### src/rtl/nes_pkg.sv
// nes_pkg: shared state, button index and button vector types for the NES reader
package nes_pkg;
  typedef enum logic [2:0] {IDLE, LATCH, SHIFT_HI, SHIFT_LO, DONE} nes_state_t;
  typedef enum logic [2:0] {
    BTN_A      = 3'd0,
    BTN_B      = 3'd1,
    BTN_SELECT = 3'd2,
    BTN_START  = 3'd3,
    BTN_UP     = 3'd4,
    BTN_DOWN   = 3'd5,
    BTN_LEFT   = 3'd6,
    BTN_RIGHT  = 3'd7
  } nes_btn_t;
  typedef logic [7:0] nes_buttons_t;
endpackage

### src/rtl/nes_phase_timer.sv
// nes_phase_timer: half-period down-counter, reloads on i_load, o_expire marks the last cycle of a phase
module nes_phase_timer #(
  parameter int TICK_DIV = 600
) (
  input  logic clk,
  input  logic reset,
  input  logic i_load,
  output logic o_expire
);
  localparam int W = $clog2(TICK_DIV);
  localparam logic [W-1:0] LOAD = W'(TICK_DIV - 1);
  logic [W-1:0] r_cnt;
  // counts down D cycles from each load and parks at zero
  always_ff @(posedge clk or posedge reset)
    if (reset) r_cnt <= '0;
    else if (i_load) r_cnt <= LOAD;
    else if (r_cnt != '0) r_cnt <= r_cnt - 1'b1;
  assign o_expire = (r_cnt == '0);
endmodule

### src/rtl/nes_controller_reader.sv
// nes_controller_reader: polls an NES pad (latch + 7 clock pulses) and reports 8 active-high button flags
module nes_controller_reader
  import nes_pkg::*;
#(
  parameter int TICK_DIV    = 600,
  parameter int POLL_CYCLES = 1666667,
  parameter int ACTIVE_LOW  = 1
) (
  input  logic       clk,
  input  logic       reset,
  input  logic       poll_req,
  input  logic       data,
  output logic       nes_latch,
  output logic       nes_clk,
  output logic [7:0] buttons,
  output logic       valid,
  output logic       busy
);
  localparam int PW = POLL_CYCLES > 1 ? $clog2(POLL_CYCLES) : 1;
  localparam logic [PW-1:0] POLL_LOAD = POLL_CYCLES > 0 ? PW'(POLL_CYCLES - 1) : '0;
  logic [1:0]    r_sync;
  nes_state_t    r_state;
  logic          r_half;
  logic [2:0]    r_bit;
  nes_buttons_t  r_shift;
  logic [PW-1:0] r_poll;
  logic          w_expire, w_auto, w_start, w_load, w_sample;
  assign w_sample = ACTIVE_LOW != 0 ? ~r_sync[1] : r_sync[1];
  assign w_auto   = (POLL_CYCLES != 0) && (r_poll == '0);
  assign w_start  = (r_state == IDLE) && (poll_req || w_auto);
  assign w_load   = w_start || (w_expire && busy);
  nes_phase_timer #(.TICK_DIV(TICK_DIV)) u_timer (
    .clk(clk),
    .reset(reset),
    .i_load(w_load),
    .o_expire(w_expire)
  );
  // two-flop synchronizer for the pad's serial line
  always_ff @(posedge clk or posedge reset)
    if (reset) r_sync <= '0;
    else r_sync <= {r_sync[0], data};
  // auto-poll countdown; a zero count stays pending until the FSM is idle
  always_ff @(posedge clk or posedge reset)
    if (reset) r_poll <= POLL_LOAD;
    else if (w_start) r_poll <= POLL_LOAD;
    else if (r_poll != '0) r_poll <= r_poll - 1'b1;
  // frame sequencer: two latch phases, then seven high/low clock pulses, each sample taken at a phase end
  always_ff @(posedge clk or posedge reset)
    if (reset) begin
      r_state   <= IDLE;
      nes_latch <= 1'b0;
      nes_clk   <= 1'b0;
      buttons   <= '0;
      valid     <= 1'b0;
      busy      <= 1'b0;
      r_half    <= 1'b0;
      r_bit     <= '0;
      r_shift   <= '0;
    end else begin
      case (r_state)
        IDLE: if (w_start) begin
          r_state   <= LATCH;
          nes_latch <= 1'b1;
          busy      <= 1'b1;
          r_half    <= 1'b0;
        end
        LATCH: if (w_expire) begin
          r_half <= 1'b1;
          if (r_half) begin
            r_shift[BTN_A] <= w_sample;
            r_bit          <= BTN_B;
            nes_latch      <= 1'b0;
            nes_clk        <= 1'b1;
            r_state        <= SHIFT_HI;
          end
        end
        SHIFT_HI: if (w_expire) begin
          r_shift[r_bit] <= w_sample;
          nes_clk        <= 1'b0;
          r_state        <= SHIFT_LO;
        end
        SHIFT_LO: if (w_expire) begin
          if (r_bit == BTN_RIGHT) begin
            r_state <= DONE;
            buttons <= r_shift;
            valid   <= 1'b1;
            busy    <= 1'b0;
          end else begin
            r_bit   <= r_bit + 1'b1;
            nes_clk <= 1'b1;
            r_state <= SHIFT_HI;
          end
        end
        DONE: begin
          valid   <= 1'b0;
          r_state <= IDLE;
        end
        default: r_state <= IDLE;
      endcase
    end
endmodule
### config.mk
export PLATFORM = sky130hd
export DESIGN_NAME = nes_controller_reader
export DESIGN_NICKNAME = d
export VERILOG_FILES = /design/src/rtl/nes_pkg.sv /design/src/rtl/nes_phase_timer.sv /design/src/rtl/nes_controller_reader.sv
export SDC_FILE = /design/constraint.sdc
export NUM_CORES = 1
export LEC_CHECK = 0
export CORE_MARGIN = 10
export CORE_UTILIZATION = 50
export DETAILED_ROUTE_END_ITERATION = 16
export PLACE_DENSITY = 0.75
export SETUP_SLACK_MARGIN = 0.5
export SLEW_MARGIN = 20
export SYNTH_ARGS = -nofsm -noshare
export SYNTH_HDL_FRONTEND = slang
export SYNTH_HIERARCHICAL = 1
export SYNTH_SLANG_ARGS = --single-unit
### constraint.sdc
create_clock -name clk -period 6 [get_ports clk]
set_input_delay 1.8 -clock clk [delete_from_list [all_inputs] [get_ports clk]]
set_output_delay 1.8 -clock clk [all_outputs]
set_load 0.02 [all_outputs]
**Word level (Yosys, flattened, before mapping)**

Index checks and enable logic that the tools add are counted.

- Add/sub/neg operators: 3
- Magnitude comparators: 2
- Equality and inequality tests: 12
- Mux-type cells: 42
- Bitwise operators: 1
- Reduce and logical (&&, ||, !) cells: 28

Operators with widths:

| kind | count |
|---|---|
| $mux 21 | 2 |
| $mux 3 | 10 |
| $logic_not 21->1 | 1 |
| $reduce_bool 21->1 | 1 |
| $sub 21x1->21 const B | 1 |
| $mux 10 | 2 |
| $mux 1 | 18 |
| $ne 2x2->1 const B | 7 |
| $reduce_bool 2->1 | 7 |
| $pmux 3 s4 | 1 |
| $reduce_and 4->1 | 3 |
| $logic_not 10->1 | 1 |
| $pmux 1 s2 | 5 |
| $reduce_and 5->1 | 2 |
| $reduce_bool 10->1 | 1 |
| $sub 10x1->10 const B | 1 |
| $reduce_and 3->1 | 3 |
| $bwmux 8 | 1 |
| $eq 3x2->1 const B | 2 |
| $eq 3x3->1 const B | 2 |
| $pmux 3 s2 | 1 |
| $reduce_and 6->1 | 1 |
| $lt 3x4->1 const B | 1 |
| $add 3x1->3 const B | 1 |
| 10 further kinds | 13 |

- Flip-flop bits (word level): 60
- Output and inout bits: 12

**Longest topological paths before layout**

- Word-level depth: 7
- Gate-level depth with buffers: 12
- Mapped depth without buffers: 9

**Cells and area by module**

Netlist, hierarchy kept.

By module, submodules not included:

| module | times used | cells each | area each (sq um) | sequential area each (sq um) |
|---|---|---|---|---|
| nes_controller_reader | 1 | 233 | 2,418.6 | 1,266.2 |
| nes_phase_timer | 1 | 55 | 555.5 | 250.2 |

**Least setup slack after synthesis**

No wires, ideal clock.

- Path type: register to register
- Start point: reg u_timer.r_cnt[0]
- End point: reg buttons[0]
- Library setup time: 0.125 ns
- Data arrival time: 2.735 ns
- Path slack: 3.140 ns
- Cell stages (with the launch flop): 10
- Path buffers: 2
- Period minus slack after synthesis: 2.860 ns
- Cell sequence: dfrtp_1 > inv_1 > ha_1 > or4b_1 > nor3_4 > and2_1 > clkbuf_1 > and3_1 > clkbuf_1 > mux2_2

- Cells in the longest elaborated chain, start to end: 2

RTL lines:

| what | RTL line | source |
|---|---|---|
| start, declared | nes_phase_timer.sv:12 | `logic [W-1:0] r_cnt;` |
| start signal, assigned | nes_phase_timer.sv:17 | `else if (r_cnt != '0) r_cnt <= r_cnt - 1'b1;` |
| $logic_not 10->1 | nes_phase_timer.sv:18 | `assign o_expire = (r_cnt == '0);` |
| net w_expire | nes_controller_reader.sv:27 | `logic w_expire, w_auto, w_start, w_load, w_sample;` |
| $reduce_and 3->1 (no line) | -- |  |
| end signal, assigned | nes_controller_reader.sv:85 | `buttons <= r_shift;` |
| end, declared | nes_controller_reader.sv:15 | `output logic [7:0] buttons,` |

The timed path passes the listed nets, and every way through them passes these cells.
A chain may end at the register's enable or synchronous reset.

**Worst setup path after layout**

- Start point: reg busy
- End point: out busy

RTL lines:

| what | RTL line | source |
|---|---|---|
| start, declared | nes_controller_reader.sv:17 | `output logic busy` |
| start signal, assigned | nes_controller_reader.sv:55 | `busy <= 1'b0;` |
| start signal, assigned | nes_controller_reader.sv:64 | `busy <= 1'b1;` |
| start signal, assigned | nes_controller_reader.sv:87 | `busy <= 1'b0;` |

No word-level cell between the ends.

==> results_dict.tcl <==
set metrics [dict create \
    use_met2_pct 21.1 \
    max_stage_delay_ns 0.62 \
    cts_root_buf "clkbuf_8" \
    syn_area_per_cell_um2 10.3 \
    path_cells "clkdlybuf4s50_1" \
    via_per_inst 5.60 \
    fmax_mhz 317 \
    drc_errors 0 \
    arrival_ns 1.36 \
    grt.met1_usage_pct 14.4 \
    ctsResizeCount 0 \
    first_iter_violations 119 \
    synth.area.top_cells "dfrtp_1 (40%), dfstp_2 (11%), mux2_2 (3.8%)" \
    start_util_pct 50.8 \
    cts_max_path_buffers 2 \
    worstSetupStartpointType "register" \
    ctsHtreeMaxLevel 3 \
    die_w_um 97.1 \
    max_cap_viol_count 0 \
    power.total_uw 816 \
    fp.dieH_um 97.1 \
    numCtsBuffers 9 \
    crit_type "register to output port" \
    timing.final.crit_share_pct 52.6 \
    path_delay_family "buffers and inverters" \
    yosysSeqAreaShare_pct 51.0 \
    outcome "finished clean" \
    detail_route.wl_per_cell_um 15.2 \
    slew_violations 0 \
    cp-endpoint "busy" \
    ff2ff_path_depth 7 \
    synth_flop_cell "dfrtp_1" \
    n_antenna_cell 0 \
    place_congestion 0.855 \
    die_area_um2 9430 \
    synth.most_common_cell "dfrtp_1" \
    port_buffers 15 \
    syn_area_um2 2970 \
    antenna_found_initial 0 \
    num_rows 28 \
    slowest_stage "clkdlybuf4s50_1" \
    synth_warnings 6 \
    hold_viol 0 \
    syn_nets 296 \
    rr_startpoint "u_timer/r_cnt[0]" \
    cts_setup_buffers 0 \
    drive_gt1_share_pct 14.8 \
    crit_path_end_kind "output port" \
    rsz0062_at_grt "no" \
    grt_pass1_vias 2148 \
    synthArstFlopShare_pct 100 \
    synth_top_cell_by_area "dfrtp_1" \
    top_usage_layer "met2" \
    dr_total_vias 2124 \
    cp_max_fo 3 \
    crit_required_ns 4.20 \
    dp_hpwl_um 3920 \
    clkLatencyLatePin_ns 0.34 \
    finish.net_count 307 \
    max_slew.worst_pin.slew_ns 0.917 \
    syn-instance-count 288 \
    p_leak_uw 0.00140 \
    reg2reg_to "buttons[0]" \
    rrSetupSlack_ns 2.89 \
    min_path_type "register to register" \
    final_antenna_net_count 0 \
    power_density_nw_per_um2 243 \
    path_depth 1 \
    cts.sinks 60 \
    grt_max_degree 51 \
    synth_edf_count 0 \
    grt_overflow 0 \
    syn_to_final_growth_pct 12.9 \
    cts_tree "built" \
    drtPass1Iterations 4 \
    synthDistinctLibCells 51 \
    track_usage_pct 12.7 \
    ir_drop_mv 0.222 \
    ys_seq_elements 60 \
    cp-startpoint "busy" \
    synth_top_area_share_pct 40.4 \
    cts_hold_buffers 0 \
    fin_crit_ns 3.16 \
    clk_pin_slew_worst_paths_ns 0.06 \
    ios 16 \
    setup-violations-final 0 \
    slew-limit-headroom_pct 38.3 \
    grt_pass1_wl_um 10100 \
    ys_top_cells_by_count "dfrtp_1 (48), inv_1 (19), nor2_1 (19), a21oi_1 (18), nand2_1 (17)" \
    core_um2 5850 \
    wl_um 5750 \
    tns_ns 0 \
    grtUsageMet3_pct 4.77 \
    finalClockSkew_ns 0.00935 \
    fillCellCount 487 \
    worst-path-buf-inv 1 \
]
sequential cells by signal (all words and copies together), names as in the netlist:
name	count
r_sync	2
u_timer/r_cnt	10
busy	1
r_half	1
valid	1
r_bit	3
r_state	3
r_shift	8
nes_latch	1
nes_clk	1
buttons	8
r_poll	21
per-layer routing:
metal | vias up | part of all wire, %
met3 | 11 | 4.1
li1 | 1045 | -
met2 | 36 | 49
met1 | 1032 | 45
met5 | - | 0
met4 | 0 | 2.0
metrics by stage:
| step | setup slack, ns | instances | instance area [µm²] | utilization [%] | hold WS, ns |
|---|---|---|---|---|---|
| 2_1_floorplan | 3.02 | 288 | 2970 | - | 0.331 |
| 4_1_cts | 2.82 | 379 | 3360 | 57.4 | 0.366 |
| 5_1_grt | 2.69 | 379 | 3360 | 57.4 | 0.375 |
| 6_report | 2.84 | 379 | 3360 | 57.4 | 0.361 |
| 3_5_place_dp | 2.64 | 363 | 3140 | 53.7 | 0.342 |
| 3_3_place_gp | 2.65 | 363 | 3140 | 53.7 | 0.335 |
layout make-up:
type / instances / area [µm²] / share of cell area, %
flip-flops and latches: 60 / 1520 / 45.2
multi-input cells: 194 / 1310 / 38.9
repair buffers: 15 / 150 / 4.47
clock buffers: 12 / 145 / 4.32
well taps: 75 / 93.8 / 2.79
clock inverters: 4 / 72.6 / 2.16
inverters: 19 / 72.6 / 2.16
where the power goes:
part,internal (µW),leakage (µW),switching [µW]
combinational,2.50,0.000569,8.23
sequential,406,0.000720,0.945
clock,245,0.000107,154
total,653,0.00140,163
cell families (layout without fill, tap and decap cells):
group	Yosys count	in the layout	share of synthesized area, %
buffers and inverters	34	50	5.05
AO/OA/AOI/OAI	55	55	11.3
multiplexers	19	19	6.82
XOR/XNOR	16	16	4.71
flip-flops	60	60	51.0
adder cells (fa/ha/maj)	4	4	1.68
AND/OR/NAND/NOR	100	100	19.5
cells in the final DEF (no fill, tap or decap), drive strengths merged, types with 2 or more instances in the layout:
cell | Yosys | routed
nor2b | 3 | 3
xnor2 | 9 | 9
mux2 | 10 | 10
ha | 4 | 4
and3 | 4 | 4
inv | 19 | 18
a21oi | 18 | 18
a211oi | 2 | 2
a2111oi | 2 | 2
a31oi | 4 | 4
and2 | 2 | 2
dfstp | 12 | 12
or3 | 10 | 10
or4b | 2 | 2
nor2 | 19 | 19
nand2 | 17 | 17
clkbuf | 7 | 12
nand3b | 2 | 2
or4 | 11 | 11
xor2 | 7 | 7
nor3 | 8 | 8
clkdlybuf4s50 | 0 | 15
dfrtp | 48 | 48
o31ai | 6 | 6
mux2i | 9 | 9
nand3 | 4 | 4
nor4 | 6 | 6
o21ai | 15 | 15
or2 | 3 | 3
bufinv | 0 | 2
nand2b | 6 | 6
a41oi | 3 | 3
clkinv | 0 | 2
worst min-delay path by stage:
stage                     startpoint        end  slack (ns)  cells after the start
after global routing       r_sync[0]  r_sync[1]        0.37                      0
after floorplan            r_sync[0]  r_sync[1]        0.33                      0
after CTS                  r_sync[0]  r_sync[1]        0.37                      0
final                      r_sync[0]  r_sync[1]        0.36                      0
after global placement     r_sync[0]  r_sync[1]        0.34                      0
after detailed placement   r_sync[0]  r_sync[1]        0.34                      0
No activity file was read; power rests on OpenSTA's default activity.
